**config.mk**
```make
export PLATFORM = sky130hd
export DESIGN_NAME = display_ctrl
export DESIGN_NICKNAME = d
export VERILOG_FILES = /design/src/rtl/display_ctrl.sv
export SDC_FILE = /design/constraint.sdc
export NUM_CORES = 1
export LEC_CHECK = 0
export CAP_MARGIN = 15
export CORE_ASPECT_RATIO = 1.75
export CORE_UTILIZATION = 45
export CTS_CLUSTER_SIZE = 28
export DETAILED_ROUTE_END_ITERATION = 10
export GPL_TIMING_DRIVEN = 0
export PLACE_DENSITY = 0.74
export SETUP_SLACK_MARGIN = 0.2
export SKIP_LAST_GASP = 1
export SLEW_MARGIN = 20
export SYNTH_ARGS = -nofsm -noshare
export SYNTH_HDL_FRONTEND = slang
export SYNTH_SLANG_ARGS = --single-unit
```
**constraint.sdc**
```tcl
create_clock -name clk_i -period 2 [get_ports clk_i]
set_input_delay 0.2 -clock clk_i [delete_from_list [all_inputs] [get_ports clk_i]]
set_output_delay 0.2 -clock clk_i [all_outputs]
set_load 0.01 [all_outputs]
```
**src/rtl/display_ctrl.sv**
```systemverilog
// rtl/display_ctrl.sv - refresh scheduler and double-buffered frame store for the display row-scan block
module display_ctrl #(
  parameter int GS          = 8,
  parameter int HOLD_CYCLES = 56,
  parameter int CNT_W       = 16
) (
  input  logic               clk_i,
  input  logic               rst_ni,
  input  logic               enable_i,
  input  logic [GS*GS-1:0]   frame_i,
  input  logic               frame_valid_i,
  output logic               frame_ready_o,
  output logic [GS*GS-1:0]   matrix_o,
  output logic               e_disp_o,
  input  logic               d_disp_i,
  output logic               busy_o,
  output logic [CNT_W-1:0]   frame_cnt_o,
  output logic               err_o
);

  localparam int ROW_W  = (GS > 1) ? $clog2(GS) : 1;
  localparam int HOLD_W = (HOLD_CYCLES > 0) ? $clog2(HOLD_CYCLES + 1) : 1;
  localparam logic [ROW_W-1:0]  ROW_LAST  = ROW_W'(GS - 1);
  localparam logic [HOLD_W-1:0] HOLD_LAST = HOLD_W'((HOLD_CYCLES > 0) ? HOLD_CYCLES - 1 : 0);

  typedef enum logic [1:0] {
    ST_IDLE  = 2'd0,
    ST_SCAN  = 2'd1,
    ST_CHECK = 2'd2,
    ST_HOLD  = 2'd3
  } state_t;

  state_t             r_state;
  state_t             w_state_next;
  logic [ROW_W-1:0]   r_row;
  logic [HOLD_W-1:0]  r_hold;
  logic [GS*GS-1:0]   r_back;
  logic [GS*GS-1:0]   r_matrix;
  logic               r_pending;
  logic [CNT_W-1:0]   r_cnt;
  logic               r_err;
  logic               w_accept;
  logic               w_swap;

  // Ready is low while a frame waits, so accept and swap never collide.
  assign w_accept = frame_valid_i & ~r_pending;
  assign w_swap   = r_pending & ((r_state == ST_IDLE) | (r_state == ST_CHECK));

  always_ff @(posedge clk_i or negedge rst_ni) begin
    if (!rst_ni) r_state <= ST_IDLE;
    else         r_state <= w_state_next;
  end

  always_comb begin
    w_state_next = r_state;
    case (r_state)
      ST_IDLE:  if (enable_i) w_state_next = ST_SCAN;
      ST_SCAN:  if (r_row == ROW_LAST) w_state_next = ST_CHECK;
      ST_CHECK: begin
        if (HOLD_CYCLES > 0) w_state_next = ST_HOLD;
        else if (enable_i)   w_state_next = ST_SCAN;
        else                 w_state_next = ST_IDLE;
      end
      ST_HOLD:  if (r_hold == HOLD_LAST) w_state_next = enable_i ? ST_SCAN : ST_IDLE;
      default:  w_state_next = ST_IDLE;
    endcase
  end

  always_ff @(posedge clk_i or negedge rst_ni) begin
    if (!rst_ni) begin
      r_row  <= '0;
      r_hold <= '0;
    end else begin
      if (r_state == ST_SCAN && r_row != ROW_LAST) r_row <= r_row + ROW_W'(1);
      else                                         r_row <= '0;
      if (r_state == ST_HOLD) r_hold <= r_hold + HOLD_W'(1);
      else                    r_hold <= '0;
    end
  end

  always_ff @(posedge clk_i or negedge rst_ni) begin
    if (!rst_ni) begin
      r_back    <= '0;
      r_matrix  <= '0;
      r_pending <= 1'b0;
      r_cnt     <= '0;
      r_err     <= 1'b0;
    end else begin
      if (w_accept) begin
        r_back    <= frame_i;
        r_pending <= 1'b1;
      end else if (w_swap) begin
        r_matrix  <= r_back;
        r_pending <= 1'b0;
      end
      if (r_state == ST_CHECK) begin
        r_cnt <= r_cnt + CNT_W'(1);
        if (!d_disp_i) r_err <= 1'b1;
      end
    end
  end

  // Enable is decoded from the state register so reset drops it at once.
  assign e_disp_o      = (r_state == ST_SCAN);
  assign busy_o        = (r_state != ST_IDLE);
  assign frame_ready_o = ~r_pending;
  assign matrix_o      = r_matrix;
  assign frame_cnt_o   = r_cnt;
  assign err_o         = r_err;

endmodule

```
==> flow_metrics.env, run 1 <==
export IMPL_fillers=968
export IMPL_die_h_microns=157
export IMPL_area_growth_pct=45.3
export IMPL_rsz0062_at_grt="yes"
export IMPL_clk_pin_slew_ns=0.07
export IMPL_place_ws_ns=0.0384
export IMPL_critPathKind="flop to flop"
export IMPL_gp_congestion=0.743
export IMPL_grt_max_degree=85
export IMPL_synthAdderAreaFrac_pct=1.82
export IMPL_cts_buffers=17
export IMPL_layout_drive_gt1_share_pct=22.2
export IMPL_synth_top_cell_area_share_pct=63.4
export IMPL_slew_violations=0
export IMPL_worst_slew_pin_slew_ns=0.555
export IMPL_die_w_microns=90.7
export IMPL_post_route_period_util_pct=89.7
export IMPL_die_area_sq_um=14300
export IMPL_fin_ws_ns=0.206
export IMPL_synth_area_sq_um=6200
export IMPL_routedWlPerCell_microns=17.2
export IMPL_vias_per_cell=4.96
export IMPL_cts_sinks=157
export IMPL_drc=0
export IMPL_p_per_area_nw_per_um2=1670
export IMPL_synth_ff_type="dfrtp_1"
export IMPL_synthMuxAreaShare_pct=23.8
export IMPL_io_buffers=152
export IMPL_antenna_found_initial=0
export IMPL_htree_levels=4
export IMPL_num_nets_final=656
export IMPL_avgSynthCellArea_sq_um=15.9
export IMPL_drt_wl_total_microns=13200
export IMPL_yosys_warnings=0
export IMPL_period_needed_ns=1.79
export IMPL_critPathLaunchType="flop"
export IMPL_synth_xor_area_share_pct=2.54
export IMPL_insertedDiodeCount=0
export IMPL_clockRootBuffer="clkbuf_16"
export IMPL_synthTopCellsByCount="dfrtp_1, mux2_1, mux2_2"
export IMPL_vdd_ir_drop_max_v=0.000824
export IMPL_syn_instance_count=389
export IMPL_synth_simple_area_share_pct=5.11
export IMPL_maxCapViolCount=0
export IMPL_end_kind="flop"
export IMPL_ios=153
export IMPL_dpl_hpwl_microns=8900
export IMPL_grt_pass1_wl_microns=20600
export IMPL_post_synth_top_count_cell="dfrtp_1"
export IMPL_status="completed"
export IMPL_maxSlewHeadroom_pct=63.0
export IMPL_cts_tree="done"
export IMPL_synth_area_leaders="dfrtp_1, mux2_1, mux2_2, xor2_1, ha_1"
export IMPL_p_total_w=0.0151
export IMPL_final_setup_viol_count=0
export IMPL_vias=3792
export IMPL_cts_max_path_buffers=2
export IMPL_synth_largest_area_cell="dfrtp_1"
export IMPL_start_util_pct=46.1
export IMPL_synth_fp_nets=467
export IMPL_drt_first_pass_iters=4
export IMPL_ant_nets=0
export IMPL_drt_iter0_drc=122
export IMPL_crit_required_ns=2.28
export IMPL_hold_viol=0
export IMPL_synth_cell_types=32
export IMPL_fmax_mhz=557
export IMPL_synth_seq_cells=157
export IMPL_synth_top_family_by_area="multiplexers"
export IMPL_grt_usage_pct=18.6
export IMPL_async_flop_share_pct=100
export IMPL_cp_max_fo=6
export IMPL_clkLatencyLatePin_ns=0.41
export IMPL_fp_row_count=56
export IMPL_finish_instance_area_sq_um=9010
export IMPL_skew_ns=0.0109
export IMPL_synth_seq_area_share_pct=63.4
export IMPL_arrival_ns=2.08
export IMPL_synth_edf_count=0
export IMPL_core_sq_um=13500
export IMPL_grt_pass1_vias=4088
export IMPL_gr_total_overflow=0
export IMPL_power_leakage_nw=4.03
export IMPL_hold_class="input pin to asynchronous set/reset pin"
export IMPL_placedInstanceArea_sq_um=7970
export IMPL_synth_compound_area_share_pct=1.27
## through the flow
| step | hold WS, ns | util, % | setup TNS, ns | std cells |
|---|---|---|---|---|
| floorplan | -0.0956 | - | 0 | 389 |
| global placement | 0.420 | 59.0 | -823.94 | 715 |
| detailed placement | 0.205 | 59.2 | 0 | 716 |
| CTS | 0.356 | 64.2 | 0 | 753 |
| global route | 0.376 | 67.0 | 0 | 765 |
| finish | 0.337 | 67.0 | 0 | 765 |
## final cells by class
type | count | area (sq um) | area share (%)
buffer | 15 | 184 | 2.04
clock buffer | 19 | 453 | 5.03
clock inverter | 13 | 130 | 1.44
inverter | 5 | 18.8 | 0.208
multi-input combinational | 212 | 2290 | 25.5
sequential | 157 | 3930 | 43.6
tap | 174 | 218 | 2.42
timing repair buffer | 170 | 1780 | 19.8
## placed cells by master (no fill, tap or decap), types with 2 or more instances in the layout
master,instances
buf_4,16
nor2_1,3
clkinv_4,4
ha_4,2
mux2_1,82
nand3_1,5
nand2_1,7
clkbuf_8,2
buf_8,3
inv_6,3
xnor2_1,5
nor2b_1,3
mux2_4,28
ha_2,2
mux2_2,20
nor3_1,3
dfrtp_1,156
ha_1,5
and2_1,6
clkinvlp_4,3
buf_6,2
buf_12,5
dlygate4sd2_1,2
xor2_1,13
clkbuf_16,22
inv_1,4
nor4_2,5
clkdlybuf4s50_1,149
nand4_1,8
## sequential cells by signal, indices dropped and copies added (netlist names)
register,flops
r_back,64
r_state,2
err_o,1
frame_cnt_o,16
matrix_o,64
r_pending,1
r_hold,6
r_row,3
## critical path, cell delays in order (launching register included)
cell and delay, ns:
dfrtp_1 0.40, buf_4 0.14, buf_6 0.12, ha_4 0.17, buf_4 0.14, a2111oi_4 0.37
mux2_4 0.34
## cell families after synthesis
| kind of cell | count (synthesis) |
|---|---|
| DFF | 157 |
| and+or+nand+nor | 46 |
| buffers and inverters | 20 |
| xor gates and xnor gates | 18 |
| adders and majority gates | 9 |
| muxes | 131 |
| AOI/OAI and AO/OA | 8 |
## path summary, 6_finish.rpt
kind | from | to | slack (ns) | cells past startpoint
setup / recovery | r_state[0] | r_state[1] | 0.21 | 6
hold / removal | rst_ni | r_back[57] | 0.34 | 2
setup reg to reg | r_state[0] | r_state[1] | 0.21 | 6
min in group clk_i | d_disp_i | err_o | 0.38 | 3
max in group asynchronous | rst_ni | matrix_o[23] | 0.86 | 3
hold reg to reg | r_row[0] | r_row[0] | 0.44 | 1
## report_power, final
part	total, W	internal, W	switching (W)
combinational	0.00647	0.00411	0.00236
sequential	0.00549	0.00468	0.000811
clock	0.00312	0.00181	0.00131
## what timing repair did
action,4_1_cts,5_1_grt
hold buffers,1,0
resized for setup,13,51
setup buffers,4,7
setup endpoints to repair,62,64
pin swaps,1,3
hold endpoints to repair,73,0
gates cloned,0,5
## layer usage
metal / track usage [%] / up-vias / part of all wire, %
met5: 0 / - / 0
met3: 4.01 / 22 / 3.2
li1: - / 1748 / -
met4: 8.22 / 0 / 2.3
met2: 34.4 / 98 / 56
met1: 20.3 / 1924 / 39
Power figures use the tool's default switching activity.
==> run 2, diff against run 1 <==
--- a/config.mk
+++ b/config.mk
@@ -8,6 +8,7 @@
 export CAP_MARGIN = 15
 export CORE_ASPECT_RATIO = 1.75
 export CORE_UTILIZATION = 45
+export CTS_BUF_LIST = sky130_fd_sc_hd__clkbuf_4
 export CTS_CLUSTER_SIZE = 28
 export DETAILED_ROUTE_END_ITERATION = 10
 export GPL_TIMING_DRIVEN = 0
==> run 2 against run 1 <==
Die area unchanged; via count increased by 2.4%; maximum frequency shrank 2.7%; setup slack worse by 0.049 ns; hold slack got worse by 0.15 ns; final cell count rose by 2.0%; routed wire length grew 4.6%; critical endpoint is now matrix_o[53].
==> flow_metrics.env, run 2 (synthesized netlist as in run 1, its figures left out) <==
export IMPL_skew_ns=0.0248
export IMPL_multi_input_area_sq_um=2390
export IMPL_grt_pass1_vias=4094
export IMPL_clk_pin_slew_ns=0.14
export IMPL_power_leakage_nw=4.11
export IMPL_antenna_found_initial=1
export IMPL_p_per_area_nw_per_um2=1620
export IMPL_die_area_sq_um=14300
export IMPL_final_common_cell="dfrtp_1"
export IMPL_seq_area_sq_um=3940
export IMPL_cp_max_fo=5
export IMPL_gp_congestion=0.743
export IMPL_die_h_microns=157
export IMPL_die_w_microns=90.7
export IMPL_placedInstanceArea_sq_um=7970
export IMPL_cts_tree="done"
export IMPL_core_sq_um=13500
export IMPL_hold_viol=0
export IMPL_io_buffers=152
export IMPL_cts_sinks=157
export IMPL_vias=3883
export IMPL_r2r_start="r_state[1]"
export IMPL_final_setup_viol_count=0
export IMPL_gr_total_overflow=0
export IMPL_hold_class="input pin to asynchronous set/reset pin"
export IMPL_ios=153
export IMPL_fillers=994
export IMPL_period_needed_ns=1.84
export IMPL_fmax_mhz=542
export IMPL_cts_max_path_buffers=2
export IMPL_r2r_end="matrix_o[53]"
export IMPL_area_growth_pct=44.4
export IMPL_fp_row_count=56
export IMPL_grt_usage_pct=18.9
export IMPL_worst_slew_pin_slew_ns=0.576
export IMPL_finish_instance_area_sq_um=8950
export IMPL_num_nets_final=670
export IMPL_clockRootBuffer="clkbuf_4"
export IMPL_layout_drive_gt1_share_pct=28.8
export IMPL_routedWlPerCell_microns=17.6
export IMPL_drt_first_pass_iters=4
export IMPL_arrival_ns=2.26
export IMPL_status="completed"
export IMPL_post_route_period_util_pct=92.2
export IMPL_layout_common_cells="dfrtp_1, clkdlybuf4s50_1, mux2_1, mux2_4, buf_4"
export IMPL_cts_buffers=17
export IMPL_vdd_ir_drop_max_v=0.000917
export IMPL_maxSlewHeadroom_pct=61.6
export IMPL_start_util_pct=46.1
export IMPL_critPathLaunchType="flop"
export IMPL_rsz0062_at_grt="yes"
export IMPL_clkLatencyLatePin_ns=0.54
export IMPL_drc=0
export IMPL_crit_required_ns=2.42
export IMPL_grt_pass1_wl_microns=20600
export IMPL_ff2ff_path_depth=7
export IMPL_dpl_hpwl_microns=8900
export IMPL_p_total_w=0.0145
export IMPL_grt_max_degree=85
export IMPL_end_kind="flop"
export IMPL_ant_nets=0
export IMPL_drt_iter0_drc=96
export IMPL_final_core_util_pct=66.5
export IMPL_htree_levels=4
export IMPL_critPathKind="flop to flop"
export IMPL_slew_violations=0
export IMPL_rrSetupSlack_ns=0.16
export IMPL_maxCapViolCount=0
export IMPL_vias_per_cell=4.98
export IMPL_drt_wl_total_microns=13800
run 2: changes by cell type in the layout (fill, tap and decap cells not counted), moves of 9 or more:
cell       previous run  this run
buf_4                16        27
clkbuf_16            22         7
clkbuf_4              0        17
dfrtp_1             156       147
dfrtp_2               1        10
mux2_1               82        60
mux2_4               28        54
run 2: per-stage QoR:
| stage | setup WS [ns] | hold slack (ns) | TNS [ns] | std cells |
|---|---|---|---|---|
| 6_report | 0.157 | 0.187 | 0 | 780 |
| 5_1_grt | 0.118 | 0.167 | 0 | 780 |
| 4_1_cts | 0.137 | 0.161 | 0 | 765 |
| 3_5_place_dp | 0.0384 | 0.205 | 0 | 716 |
| 3_3_place_gp | -5.26 | 0.420 | -823.94 | 715 |
| 2_1_floorplan | 0.303 | -0.0956 | 0 | 389 |
run 2: power breakdown:
group          total, W  internal (W)  leakage [nW]  switching, W
clock network   0.00181      0.000632         0.136       0.00118
registers       0.00542       0.00466          1.87      0.000765
logic           0.00727       0.00468          2.11       0.00259
run 2: worst max path at each step:
stage / startpoint / to / slack (ns) / cells past startpoint
2_1_floorplan: r_state[0] / matrix_o[14] / 0.30 / 7
3_3_place_gp: rst_ni / matrix_o[17] / -5.26 / 1
3_5_place_dp: r_state[0] / matrix_o[25] / 0.04 / 7
4_1_cts: r_state[1] / matrix_o[48] / 0.14 / 7
5_1_grt: r_state[1] / busy_o / 0.12 / 4
6_report: r_state[1] / matrix_o[53] / 0.16 / 7
run 2: routing by layer:
metal  up-vias  track usage [%]  wire [microns]
met5         -                0               0
met4         0             8.91             338
li1       1773                -               -
met3        25             5.41             509
met2       104             33.9            7570
met1      1981             20.3            5350
run 2: timing repair:
action                                  in CTS  in global routing
pin swaps                                    1                  2
hold buffers                                 1                  0
gates cloned                                 0                  7
setup buffers                               16                  7
endpoints found under the hold margin       73                  0
resized for setup                           29                 75
endpoints found under the setup margin      77                 71
run 2: area by class of cell:
type,instances,share of cell area [%]
antenna,1,0.0280
clock buffer,17,1.43
inverter,5,0.210
clock inverter,15,1.54
multi-input combinational,212,26.7
buffer,15,2.05
timing repair buffer,184,21.6
sequential,157,44.0
tap,174,2.43
run 2: worst max-delay path, stage by stage, from the launching register on:
cell       delay, ns
dfrtp_1         0.42
buf_6           0.14
ha_4            0.15
buf_6           0.11
o21ai_4         0.28
buf_12          0.19
clkbuf_16       0.16
mux2_4          0.29
==> run 3, diff against run 2 <==
--- a/config.mk
+++ b/config.mk
@@ -13,6 +13,7 @@
 export DETAILED_ROUTE_END_ITERATION = 10
 export GPL_TIMING_DRIVEN = 0
 export PLACE_DENSITY = 0.74
+export REMOVE_ABC_BUFFERS = 1
 export SETUP_SLACK_MARGIN = 0.2
 export SKIP_LAST_GASP = 1
 export SLEW_MARGIN = 20
==> run 3 against run 2 <==
First-iteration DRC count up 39%; core utilization down 1.2 points; final cell count grew 0.64%; clock skew grew 0.0033 ns; global-route usage grew 0.68 points; sequential share of layout area grew 0.83 points; non-clock buffer count grew 5; sequential cell count unchanged; design area decreased by 1.8%; routed wire length decreased by 0.91%; register-to-register slack improved by 0.07 ns; critical path depth is the same; largest power group unchanged.
==> flow_metrics.env, run 3 (synthesized netlist as in run 1, its figures left out) <==
export IMPL_maxSlewHeadroom_pct=58.5
export IMPL_critPathBufInv=4
export IMPL_fin_cells=785
export IMPL_crit_path_top_delay_cell="dfrtp_1"
export IMPL_io_buffers=152
export IMPL_cts_sinks=157
export IMPL_fp_row_count=56
export IMPL_die_h_microns=157
export IMPL_start_util_pct=46.1
export IMPL_fillers=1015
export IMPL_die_w_microns=90.7
export IMPL_drc=0
export IMPL_grt_usage_pct=19.6
export IMPL_drt_wl_total_microns=13600
export IMPL_place_ws_ns=-0.446
export IMPL_hold_class="input pin to asynchronous set/reset pin"
export IMPL_critPathLaunchType="flop"
export IMPL_ios=153
export IMPL_slew_violations=0
export IMPL_end_kind="flop"
export IMPL_worst_slew_pin_slew_ns=0.622
export IMPL_period_needed_ns=1.78
export IMPL_vias=3965
export IMPL_layout_common_cells="clkdlybuf4s50_1, dfrtp_1, mux2_1, buf_4, mux2_2"
export IMPL_grt_pass1_vias=4249
export IMPL_cts_tree="done"
export IMPL_worst_path_dominant_cell_family="buffers and inverters"
export IMPL_clockRootBuffer="clkbuf_4"
export IMPL_final_common_cell="clkdlybuf4s50_1"
export IMPL_power_leakage_nw=3.86
export IMPL_vdd_ir_drop_max_v=0.000912
export IMPL_fin_ws_ns=0.222
export IMPL_cp_max_fo=9
export IMPL_dp_cells=707
export IMPL_status="completed"
export IMPL_clkLatencyLatePin_ns=0.53
export IMPL_area_growth_pct=41.8
export IMPL_rsz0062_at_grt="yes"
export IMPL_maxCapViolCount=0
export IMPL_crit_path_cell_trace="inv_2 > buf_12 > ha_4 > o21ai_4 > buf_6 > clkbuf_16 > mux2_2"
export IMPL_drt_first_pass_iters=4
export IMPL_slowest_delay_ns=0.41
export IMPL_drt_iter0_drc=133
export IMPL_layout_drive_gt1_share_pct=22.1
export IMPL_grt_max_degree=84
export IMPL_arrival_ns=2.20
export IMPL_cts_buffers=17
export IMPL_grt_pass1_wl_microns=21300
export IMPL_htree_levels=4
export IMPL_core_sq_um=13500
export IMPL_critPathKind="flop to flop"
export IMPL_crit_required_ns=2.42
export IMPL_die_area_sq_um=14300
export IMPL_gr_total_overflow=0
export IMPL_ant_nets=0
export IMPL_fmax_mhz=562
export IMPL_gp_congestion=0.740
export IMPL_vias_per_cell=5.05
export IMPL_p_per_area_nw_per_um2=1530
export IMPL_cts_max_path_buffers=2
export IMPL_hold_viol=0
export IMPL_antenna_found_initial=1
export IMPL_dpl_hpwl_microns=9110
export IMPL_skew_ns=0.0281
export IMPL_post_route_period_util_pct=88.9
export IMPL_routedWlPerCell_microns=17.4
export IMPL_p_total_w=0.0134
export IMPL_clk_pin_slew_ns=0.14
export IMPL_final_setup_viol_count=0
export IMPL_num_nets_final=675
-- run 3: path summary, 6_finish.rpt --
check                           slack [ns]  startpoint  depth (start not counted)            to
worst max-delay path                  0.22  r_state[0]                          7  matrix_o[11]
worst min-delay path                  0.22      rst_ni                          2   matrix_o[4]
worst max register to register        0.22  r_state[0]                          7  matrix_o[11]
worst min register to register        0.44    r_row[0]                          1      r_row[0]
max in group asynchronous             0.96      rst_ni                          3  matrix_o[56]
min in group clk_i                    0.26    d_disp_i                          3         err_o
-- run 3: metal layers --
| layer | GRT usage (%) | part of all wire, % | wire length, microns | up-vias |
|---|---|---|---|---|
| li1 | - | - | - | 1783 |
| met1 | 20.5 | 36 | 4930 | 2016 |
| met2 | 35.2 | 56 | 7630 | 129 |
| met3 | 4.73 | 4.1 | 560 | 37 |
| met4 | 11.8 | 3.8 | 516 | 0 |
| met5 | 0 | 0 | 0 | - |
-- run 3: what timing repair did --
action | CTS | global route
endpoints found under the hold margin | 82 | 0
pin swaps | 2 | 3
hold buffers | 1 | 0
buffers inserted | 24 | 16
gates resized for setup | 25 | 6
cloned | 0 | 4
endpoints found under the setup margin | 107 | 61
-- run 3: through the flow --
stage,setup TNS [ns],instance area (sq um),hold WS (ns),utilization [%]
after global routing,0,8790,0.199,65.3
after detailed placement,-18.65,8040,0.231,59.8
after floorplan,-190.67,6090,-0.0956,-
final,0,8790,0.219,65.3
after global placement,-1205.50,7830,0.420,58.2
after CTS,0,8570,0.187,63.7
-- run 3: final cells by class --
cell class / instances / area [sq um] / area share (%)
Clock inverter: 14 / 133 / 1.51
Sequential cell: 157 / 3940 / 44.9
Tap cell: 174 / 218 / 2.48
Clock buffer: 18 / 135 / 1.54
Antenna cell: 1 / 2.50 / 0.0285
Multi-Input combinational cell: 212 / 2190 / 24.9
Timing Repair Buffer: 204 / 2150 / 24.5
Inverter: 5 / 18.8 / 0.213
-- run 3: where the power goes --
| group | switching [W] | internal, W | leakage, nW |
|---|---|---|---|
| sequential | 0.000710 | 0.00466 | 1.87 |
| clock | 0.00116 | 0.000653 | 0.136 |
| combinational | 0.00239 | 0.00384 | 1.85 |
